## src/rtl/load_store_unit_if.sv

```systemverilog
// ============================================================================
// Module      : load_store_unit_if
// Description : Request/response and data-memory bundle for the load/store
//               unit. The slave modport is the unit's view; the master
//               modport is the surrounding environment (execute stage plus
//               the word-only data memory).
// Revision    : 1.0 - initial release
// ============================================================================
`default_nettype none

interface load_store_unit_if #(
  parameter int ADDR_WIDTH = 32
);
  // request channel from execute
  logic                  reqValid;
  logic                  reqReady;
  logic                  reqWrite;
  logic [1:0]            reqSize;
  logic                  reqUnsigned;
  logic [ADDR_WIDTH-1:0] reqAddr;
  logic [31:0]           reqWdata;

  // completion channel back to execute
  logic                  respValid;
  logic [31:0]           respData;
  logic                  respFault;

  // word-only data memory port
  logic [ADDR_WIDTH-1:0] memAddress;
  logic [31:0]           memWriteData;
  logic                  memWriteEnable;
  logic                  memReadEnable;
  logic [31:0]           memReadData;

  modport master (
    output reqValid, reqWrite, reqSize, reqUnsigned, reqAddr, reqWdata,
    output memReadData,
    input  reqReady, respValid, respData, respFault,
    input  memAddress, memWriteData, memWriteEnable, memReadEnable
  );

  modport slave (
    input  reqValid, reqWrite, reqSize, reqUnsigned, reqAddr, reqWdata,
    input  memReadData,
    output reqReady, respValid, respData, respFault,
    output memAddress, memWriteData, memWriteEnable, memReadEnable
  );
endinterface

`default_nettype wire

```

## src/rtl/load_store_unit.sv

```systemverilog
// ============================================================================
// Module      : load_store_unit
// Description : Byte/half/word load-store engine in front of a word-only data
//               memory. Sub-word stores are done as read-modify-write, loads
//               are lane-selected and sign/zero-extended, and each request
//               completes with a one-cycle respValid pulse.
//               Optional macro LSU_MISALIGN_TRAP_EN: when defined, misaligned
//               or illegal-size requests fault without touching memory; when
//               undefined, low address bits are ignored and size 11 is a word.
// Revision    : 1.0 - initial release
// ============================================================================
`default_nettype none

module load_store_unit #(
  parameter int ADDR_WIDTH = 32,
  parameter bit BIG_ENDIAN = 1'b0
) (
  input  logic              clk,
  input  logic              rst,
  load_store_unit_if.slave  bus
);

  localparam logic [2:0] IDLE     = 3'd0;
  localparam logic [2:0] LOAD     = 3'd1;
  localparam logic [2:0] RMW_READ = 3'd2;
  localparam logic [2:0] WRITE    = 3'd3;
  localparam logic [2:0] DONE     = 3'd4;

  localparam logic [1:0] SIZE_BYTE = 2'b00;
  localparam logic [1:0] SIZE_HALF = 2'b01;
  localparam logic [1:0] SIZE_WORD = 2'b10;

  logic [2:0]            state;
  logic [2:0]            state_next;

  // request captured at acceptance
  logic [ADDR_WIDTH-1:0] addr;
  logic [1:0]            size;
  logic                  write;
  logic                  zero_ext;
  logic [31:0]           wdata;

  logic [31:0]           merge_buf;
  logic [31:0]           resp_data;
  logic                  resp_fault;

  // acceptance-time decode of the incoming request
  logic                  req_fault;
  logic [1:0]            req_size_eff;

  // lane steering for the registered request
  logic [1:0]            lane;
  logic [1:0]            shift;
  logic [31:0]           lane_word;
  logic [31:0]           load_ext;
  logic [31:0]           mask_base;
  logic [31:0]           mask;
  logic [31:0]           insert;
  logic [31:0]           merged;

  wire accept = (state == IDLE) && bus.reqValid;

`ifdef LSU_MISALIGN_TRAP_EN
  // fault detection on the raw request; size 11 is always illegal
  always_comb begin
    req_size_eff = bus.reqSize;
    req_fault    = (bus.reqSize == 2'b11)
                || ((bus.reqSize == SIZE_HALF) && bus.reqAddr[0])
                || ((bus.reqSize == SIZE_WORD) && (bus.reqAddr[1:0] != 2'b00));
  end
`else
  // no trapping: illegal size collapses to word, low address bits are ignored
  always_comb begin
    req_size_eff = (bus.reqSize == 2'b11) ? SIZE_WORD : bus.reqSize;
    req_fault    = 1'b0;
  end
`endif

  // byte offset of the addressed item in memory order; halves drop addr[0]
  always_comb begin
    case (size)
      SIZE_BYTE: lane = addr[1:0];
      SIZE_HALF: lane = {addr[1], 1'b0};
      default:   lane = 2'b00;
    endcase
  end

  // convert the memory-order offset into a bit-lane shift (in bytes)
  generate
    if (BIG_ENDIAN) begin : g_big_endian
      // lower address sits in the more significant lane
      always_comb begin
        case (size)
          SIZE_BYTE: shift = 2'd3 - lane;
          SIZE_HALF: shift = 2'd2 - lane;
          default:   shift = 2'd0;
        endcase
      end
    end else begin : g_little_endian
      // byte n lives at bits 8n+7:8n
      always_comb begin
        shift = lane;
      end
    end
  endgenerate

  // load path: right-justify the addressed lane and extend it
  always_comb begin
    lane_word = bus.memReadData >> {shift, 3'b000};
    case (size)
      SIZE_BYTE: load_ext = zero_ext ? {24'h0, lane_word[7:0]}
                                     : {{24{lane_word[7]}}, lane_word[7:0]};
      SIZE_HALF: load_ext = zero_ext ? {16'h0, lane_word[15:0]}
                                     : {{16{lane_word[15]}}, lane_word[15:0]};
      default:   load_ext = lane_word;
    endcase
  end

  // store path: replace only the target lane of the merge buffer; for a word
  // the mask covers everything so the store data passes straight through
  always_comb begin
    case (size)
      SIZE_BYTE: mask_base = 32'h0000_00FF;
      SIZE_HALF: mask_base = 32'h0000_FFFF;
      default:   mask_base = 32'hFFFF_FFFF;
    endcase
    mask   = mask_base << {shift, 3'b000};
    insert = (wdata & mask_base) << {shift, 3'b000};
    merged = (merge_buf & ~mask) | insert;
  end

  // state register plus request capture, merge buffer and response registers
  always_ff @(posedge clk) begin
    if (rst) begin
      state      <= IDLE;
      addr       <= '0;
      size       <= SIZE_BYTE;
      write      <= 1'b0;
      zero_ext   <= 1'b0;
      wdata      <= 32'h0;
      merge_buf  <= 32'h0;
      resp_data  <= 32'h0;
      resp_fault <= 1'b0;
    end else begin
      state <= state_next;
      if (accept) begin
        addr     <= bus.reqAddr;
        size     <= req_size_eff;
        write    <= bus.reqWrite;
        zero_ext <= bus.reqUnsigned;
        wdata    <= bus.reqWdata;
      end
      if (state == RMW_READ) begin
        merge_buf <= bus.memReadData;
      end
      // response registers change only on entry to DONE, then hold
      if (accept && req_fault) begin
        resp_data  <= 32'h0;
        resp_fault <= 1'b1;
      end
      if (state == LOAD) begin
        resp_data  <= load_ext;
        resp_fault <= 1'b0;
      end
      if (state == WRITE) begin
        resp_data  <= 32'h0;
        resp_fault <= 1'b0;
      end
    end
  end

  // next-state sequencing; DONE always returns through IDLE
  always_comb begin
    state_next = state;
    case (state)
      IDLE: begin
        if (bus.reqValid) begin
          if (req_fault)                     state_next = DONE;
          else if (!bus.reqWrite)            state_next = LOAD;
          else if (req_size_eff == SIZE_WORD) state_next = WRITE;
          else                               state_next = RMW_READ;
        end
      end
      LOAD:     state_next = DONE;
      RMW_READ: state_next = WRITE;
      WRITE:    state_next = DONE;
      DONE:     state_next = IDLE;
      default:  state_next = IDLE;
    endcase
  end

  // memory strobes and handshakes decode from registered state only
  always_comb begin
    bus.reqReady       = (state == IDLE);
    bus.respValid      = (state == DONE);
    bus.memReadEnable  = ((state == LOAD) && !write) || (state == RMW_READ);
    bus.memWriteEnable = (state == WRITE) && write;
    bus.memAddress     = '0;
    bus.memWriteData   = 32'h0;
    if ((state == LOAD) || (state == RMW_READ) || (state == WRITE)) begin
      bus.memAddress = {addr[ADDR_WIDTH-1:2], 2'b00};
    end
    if (state == WRITE) begin
      bus.memWriteData = merged;
    end
  end

  assign bus.respData  = resp_data;
  assign bus.respFault = resp_fault;

endmodule

`default_nettype wire
```

## src/flat_wrapper.sv

```systemverilog
// flat-port wrapper written by rule: the top's interface ports become plain ports
module load_store_unit_flat 
#(
  parameter int ADDR_WIDTH = 32,
  parameter bit BIG_ENDIAN = 1'b0
)
  (clk, rst, bus_reqValid, bus_reqWrite, bus_reqSize, bus_reqUnsigned, bus_reqAddr, bus_reqWdata, bus_memReadData, bus_reqReady, bus_respValid, bus_respData, bus_respFault, bus_memAddress, bus_memWriteData, bus_memWriteEnable, bus_memReadEnable);
  load_store_unit_if #(.ADDR_WIDTH(ADDR_WIDTH)) bus_i ();
  input  logic clk;
  input  logic rst;
  input wire logic [$bits(bus_i.reqValid)-1:0] bus_reqValid;
  input wire logic [$bits(bus_i.reqWrite)-1:0] bus_reqWrite;
  input wire logic [$bits(bus_i.reqSize)-1:0] bus_reqSize;
  input wire logic [$bits(bus_i.reqUnsigned)-1:0] bus_reqUnsigned;
  input wire logic [$bits(bus_i.reqAddr)-1:0] bus_reqAddr;
  input wire logic [$bits(bus_i.reqWdata)-1:0] bus_reqWdata;
  input wire logic [$bits(bus_i.memReadData)-1:0] bus_memReadData;
  output wire logic [$bits(bus_i.reqReady)-1:0] bus_reqReady;
  output wire logic [$bits(bus_i.respValid)-1:0] bus_respValid;
  output wire logic [$bits(bus_i.respData)-1:0] bus_respData;
  output wire logic [$bits(bus_i.respFault)-1:0] bus_respFault;
  output wire logic [$bits(bus_i.memAddress)-1:0] bus_memAddress;
  output wire logic [$bits(bus_i.memWriteData)-1:0] bus_memWriteData;
  output wire logic [$bits(bus_i.memWriteEnable)-1:0] bus_memWriteEnable;
  output wire logic [$bits(bus_i.memReadEnable)-1:0] bus_memReadEnable;
  assign bus_i.reqValid = bus_reqValid;
  assign bus_i.reqWrite = bus_reqWrite;
  assign bus_i.reqSize = bus_reqSize;
  assign bus_i.reqUnsigned = bus_reqUnsigned;
  assign bus_i.reqAddr = bus_reqAddr;
  assign bus_i.reqWdata = bus_reqWdata;
  assign bus_i.memReadData = bus_memReadData;
  assign bus_reqReady = bus_i.reqReady;
  assign bus_respValid = bus_i.respValid;
  assign bus_respData = bus_i.respData;
  assign bus_respFault = bus_i.respFault;
  assign bus_memAddress = bus_i.memAddress;
  assign bus_memWriteData = bus_i.memWriteData;
  assign bus_memWriteEnable = bus_i.memWriteEnable;
  assign bus_memReadEnable = bus_i.memReadEnable;
  load_store_unit #(.ADDR_WIDTH(ADDR_WIDTH), .BIG_ENDIAN(BIG_ENDIAN)) u_core (.clk(clk), .rst(rst), .bus(bus_i));
endmodule
```

## config.mk

```make
export PLATFORM = sky130hd
export DESIGN_NAME = load_store_unit_flat
export DESIGN_NICKNAME = d
export VERILOG_FILES = /design/src/rtl/load_store_unit_if.sv /design/src/rtl/load_store_unit.sv /design/src/flat_wrapper.sv
export SDC_FILE = /design/constraint.sdc
export NUM_CORES = 1
export LEC_CHECK = 0
export ABC_AREA = 1
export ABC_CLOCK_PERIOD_IN_PS = 2300
export BUFFER_PORTS_ARGS = -buffer_cell sky130_fd_sc_hd__buf_4
export CAP_MARGIN = 20
export CORE_ASPECT_RATIO = 0.5
export CORE_MARGIN = 2
export CORE_UTILIZATION = 54
export DETAILED_ROUTE_END_ITERATION = 6
export GPL_TIMING_DRIVEN = 1
export PLACE_DENSITY = 0.9
export SKIP_LAST_GASP = 1
export SYNTH_ARGS = -nofsm -noshare
export SYNTH_HDL_FRONTEND = slang
export SYNTH_SLANG_ARGS = --single-unit
```

## constraint.sdc

```tcl
create_clock -name clk -period 2.3 [get_ports clk]
set_input_delay 0.345 -clock clk [delete_from_list [all_inputs] [get_ports clk]]
set_output_delay 0.345 -clock clk [all_outputs]
set_load 0.03 [all_outputs]
```

==> impl_metrics.tcl <==
set metrics [dict create \
    post-route-worst-setup-slack_ns -0.04154 \
    timing.final.crit_period_ns 2.342 \
    flow.area_growth_from_synthesis_pct 34.70 \
    cts_tree "yes" \
    die_h_um 81.54 \
    final_antenna_net_count 0 \
    gpl.final_weighted_congestion 0.9616 \
    drv_cap 0 \
    globalRouteTotalUtil 0.3125 \
    worstSetupPathType "reg -> out" \
    fillerInstances 902 \
    maxUsedRoutingLayer "met4" \
    synth.yosys.warnings 0 \
    clock_insertion_delay_worst_skew_ns 0.42 \
    setup_viol_count_final 3 \
    multi_input_area_um2 3045 \
    count_of_final_max_slew_check_failures 0 \
    io_pins 204 \
    post_dr_wirelength_cell_um 16.10 \
    finalInstanceArea_um2 8747 \
    placement_rows 28 \
    numPortBuffers 200 \
    vdd_ir_drop_max_uv 581.1 \
    required_ns 1.96 \
    setup_repair_after_global_routing_missed_its_margin "true" \
    ys_seq_area_frac 0.4162 \
    slew_headroom 0.6298 \
    clock-skew-final_ns 0.007107 \
    cts_buffer_depth 2 \
    post_synth_num_cell_types 29 \
    dp_hpwl_mm 14.40 \
    final_net_count 1256 \
    crit_path_max_fanout 6 \
    crit_path_top_delay_cell "sky130_fd_sc_hd__dfxtp_4" \
    yosys_register_bits 135 \
    place.detailed.instances 1294 \
    cts.root.buffer_cell "sky130_fd_sc_hd__clkbuf_16" \
    layout_worst_path_cycle_share 1.018 \
    via_per_inst 5.468 \
    clk_pin_slew_worst_paths_ns 0.06 \
    cts_buffer_count 17 \
    hold_viol_final 0 \
    hold_path.class "in -> reg" \
    synthesis.instances 974 \
    grt_antenna_before_repair 0 \
    total_power_mw 7.515 \
    outcome "finished with violations" \
    end_kind "primary output" \
    initial_utilization 0.5517 \
    cts.sinks 135 \
    pwr_density_cell_nw_per_um2 859.1 \
    max_freq_mhz 427.1 \
    layout.cells.non_filler 1330 \
    core_region_um2 11770 \
    htreeDepth 4 \
    timing.critical_path.from_type "flip-flop" \
    worst-r2r-setup-slack_ns 0.33 \
    netlist_area_um2 6494 \
    most_numerous_cell_on_the_critical_path "sky130_fd_sc_hd__buf_4" \
    detailedRoute.firstPassIterationCount 7 \
    route.detailed.drc 19 \
    wl_met2_mm 9.943 \
    die-width_um 159.1 \
    detail_route.wirelength.met1_mm 8.182 \
    timing.critical_path.cells "nor2_4, nand2_4, buf_4, o22ai_1, nand2_1, a21oi_2, buf_4" \
    first_global_vias 6472 \
    grt_start_max_net_pins 62 \
    globalRouteOverflowTotal 0 \
    violations_in_the_final_reports "DRC, setup timing" \
    hold_ws_ns 0.1764 \
    routed_wirelength_mm 21.42 \
    final_layout_size_suffix_gt1_frac 0.2464 \
    slowest_delay_ns 0.38 \
    tightest_slew_ns 0.5540 \
    met3RoutedLength_mm 2.508 \
    detail_route.iter0.violations 944 \
    antenna_cells_inserted 0 \
    grt_pass1_wl_mm 32.12 \
    cts_hold_buffers 0 \
    total_leakage_power_nw 4.084 \
    post_dp_cell_area_um2 8025 \
    worstPathArrival_ns 2.00 \
    area.sequential_um2 2708 \
    syn-mean-instance-area_um2 6.667 \
    design.die.area_um2 12970 \
    via_count 7273 \
]
worst max-delay path: cells and delay by family (launching register included):
| kind | cells | cell delay, ns |
|---|---|---|
| and+or+nand+nor | 3 | 0.43 |
| buffers and inverters | 2 | 0.37 |
| DFF | 1 | 0.38 |
| AOI/OAI and AO/OA | 2 | 0.39 |
Yosys cell counts:
cell	instances	area, um2
sky130_fd_sc_hd__a211oi_2	2	25.02
sky130_fd_sc_hd__o21ai_1	1	5.000
sky130_fd_sc_hd__nor3_1	1	5.000
sky130_fd_sc_hd__nor2_8	1	20.02
sky130_fd_sc_hd__dfxtp_1	135	2703
sky130_fd_sc_hd__buf_1	4	15.01
sky130_fd_sc_hd__inv_1	114	427.9
sky130_fd_sc_hd__nor2_1	133	499.2
sky130_fd_sc_hd__nand3b_1	6	45.04
sky130_fd_sc_hd__a21oi_1	105	525.5
sky130_fd_sc_hd__a31oi_1	16	100.1
sky130_fd_sc_hd__inv_2	7	26.28
sky130_fd_sc_hd__nand2_1	190	713.2
sky130_fd_sc_hd__nand2_2	1	6.260
sky130_fd_sc_hd__o21ai_0	86	430.4
sky130_fd_sc_hd__nand2_4	1	11.26
sky130_fd_sc_hd__nor2_2	2	12.51
sky130_fd_sc_hd__buf_4	5	37.54
sky130_fd_sc_hd__buf_2	24	120.1
sky130_fd_sc_hd__a211oi_1	7	52.55
sky130_fd_sc_hd__conb_1	1	3.750
sky130_fd_sc_hd__buf_6	6	67.56
sky130_fd_sc_hd__nand3_1	75	375.4
sky130_fd_sc_hd__o22ai_1	8	50.05
sky130_fd_sc_hd__clkbuf_1	29	108.9
sky130_fd_sc_hd__clkinv_1	3	11.26
sky130_fd_sc_hd__nand3_2	1	10.01
sky130_fd_sc_hd__nor2_4	3	33.78
sky130_fd_sc_hd__o211ai_1	7	52.55
layout by cell type, fill, tap and decap left out, types with 2 or more instances in the layout:
cell                         synthesis  final
sky130_fd_sc_hd__inv_1             114    112
sky130_fd_sc_hd__o22ai_1             8      6
sky130_fd_sc_hd__dfxtp_1           135    133
sky130_fd_sc_hd__bufinv_16           0      3
sky130_fd_sc_hd__o22ai_2             0      2
sky130_fd_sc_hd__buf_4               5    223
sky130_fd_sc_hd__a31oi_1            16     15
sky130_fd_sc_hd__o21ai_0            86     86
sky130_fd_sc_hd__buf_6               6      3
sky130_fd_sc_hd__conb_1              1      3
sky130_fd_sc_hd__a211oi_2            2      3
sky130_fd_sc_hd__nor2_4              3      5
sky130_fd_sc_hd__nand2_4             1      2
sky130_fd_sc_hd__o211ai_1            7      7
sky130_fd_sc_hd__clkinvlp_4          0      2
sky130_fd_sc_hd__clkinv_4            0      2
sky130_fd_sc_hd__a21oi_1           105    104
sky130_fd_sc_hd__clkinv_2            0      4
sky130_fd_sc_hd__clkinv_1            3      4
sky130_fd_sc_hd__nand2_2             1      3
sky130_fd_sc_hd__inv_2               7      6
sky130_fd_sc_hd__a211oi_1            7      6
sky130_fd_sc_hd__nor2_1            133    133
sky130_fd_sc_hd__nand3b_1            6      6
sky130_fd_sc_hd__nand2_1           190    187
sky130_fd_sc_hd__nand3_1            75     75
sky130_fd_sc_hd__clkbuf_8            0      2
sky130_fd_sc_hd__clkbuf_16           0     17
final timing paths:
check / startpoint / to / cells past startpoint
max: u_core.size[1] / bus_memWriteData[11] / 7
max reg2reg: u_core.state[2] / u_core.merge_buf[7] / 6
min reg2reg: u_core.addr[8] / u_core.addr[8] / 2
min: bus_reqWdata[21] / u_core.wdata[21] / 3
area by class of cell:
cell class	count	share of cell area
multi-input combinational	649	0.3482
sequential	135	0.3095
timing repair buffer	226	0.1953
inverter	124	0.05436
clock buffer	19	0.05178
tap	165	0.02360
clock inverter	12	0.01731
kinds of logic (layout without fill, tap and decap cells):
group                  Yosys count  in the layout  synth area share
DFF                            135            135            0.4162
AOI/OAI and AO/OA              232            232            0.1911
other                            1              3         0.0005775
buffers and inverters          192            381            0.1254
and+or+nand+nor                414            414            0.2667
power breakdown:
| part | leakage (nW) | switching, mW | internal, mW |
|---|---|---|---|
| clock network | 0.295 | 1.08 | 1.75 |
| logic | 2.68 | 1.25 | 0.664 |
| registers | 1.11 | 0.156 | 2.61 |
what timing repair did:
| item | CTS | global route |
|---|---|---|
| resized for setup | 7 | 15 |
| setup endpoints to repair | 27 | 20 |
| pin swaps | 0 | 3 |
| buffers inserted | 0 | 5 |
| hold endpoints to repair | 0 | 0 |
through the flow:
| stage | setup slack (ns) | TNS, ns | utilization |
|---|---|---|---|
| 2_1_floorplan | 0.2016 | 0 | - |
| 3_3_place_gp | 0.2738 | 0 | 0.6818 |
| 3_5_place_dp | 0.2119 | 0 | 0.6818 |
| 4_1_cts | -0.02704 | -0.06723 | 0.7351 |
| 5_1_grt | -0.1194 | -0.3377 | 0.7431 |
| 6_report | -0.04154 | -0.07327 | 0.7431 |
layer usage:
metal / track usage / vias up
met5: 0 / -
met4: 0.1409 / 0
met3: 0.07980 / 105
met2: 0.5352 / 498
met1: 0.3810 / 3194
li1: - / 3476
sequential cells by signal (all words and copies together) (netlist names):
register,flops
u_core.addr,32
u_core.bus.respData,32
u_core.merge_buf,32
u_core.size,2
u_core.state,3
u_core.wdata,32
u_core.write,1
u_core.zero_ext,1
No activity file was read; power rests on OpenSTA's default activity.
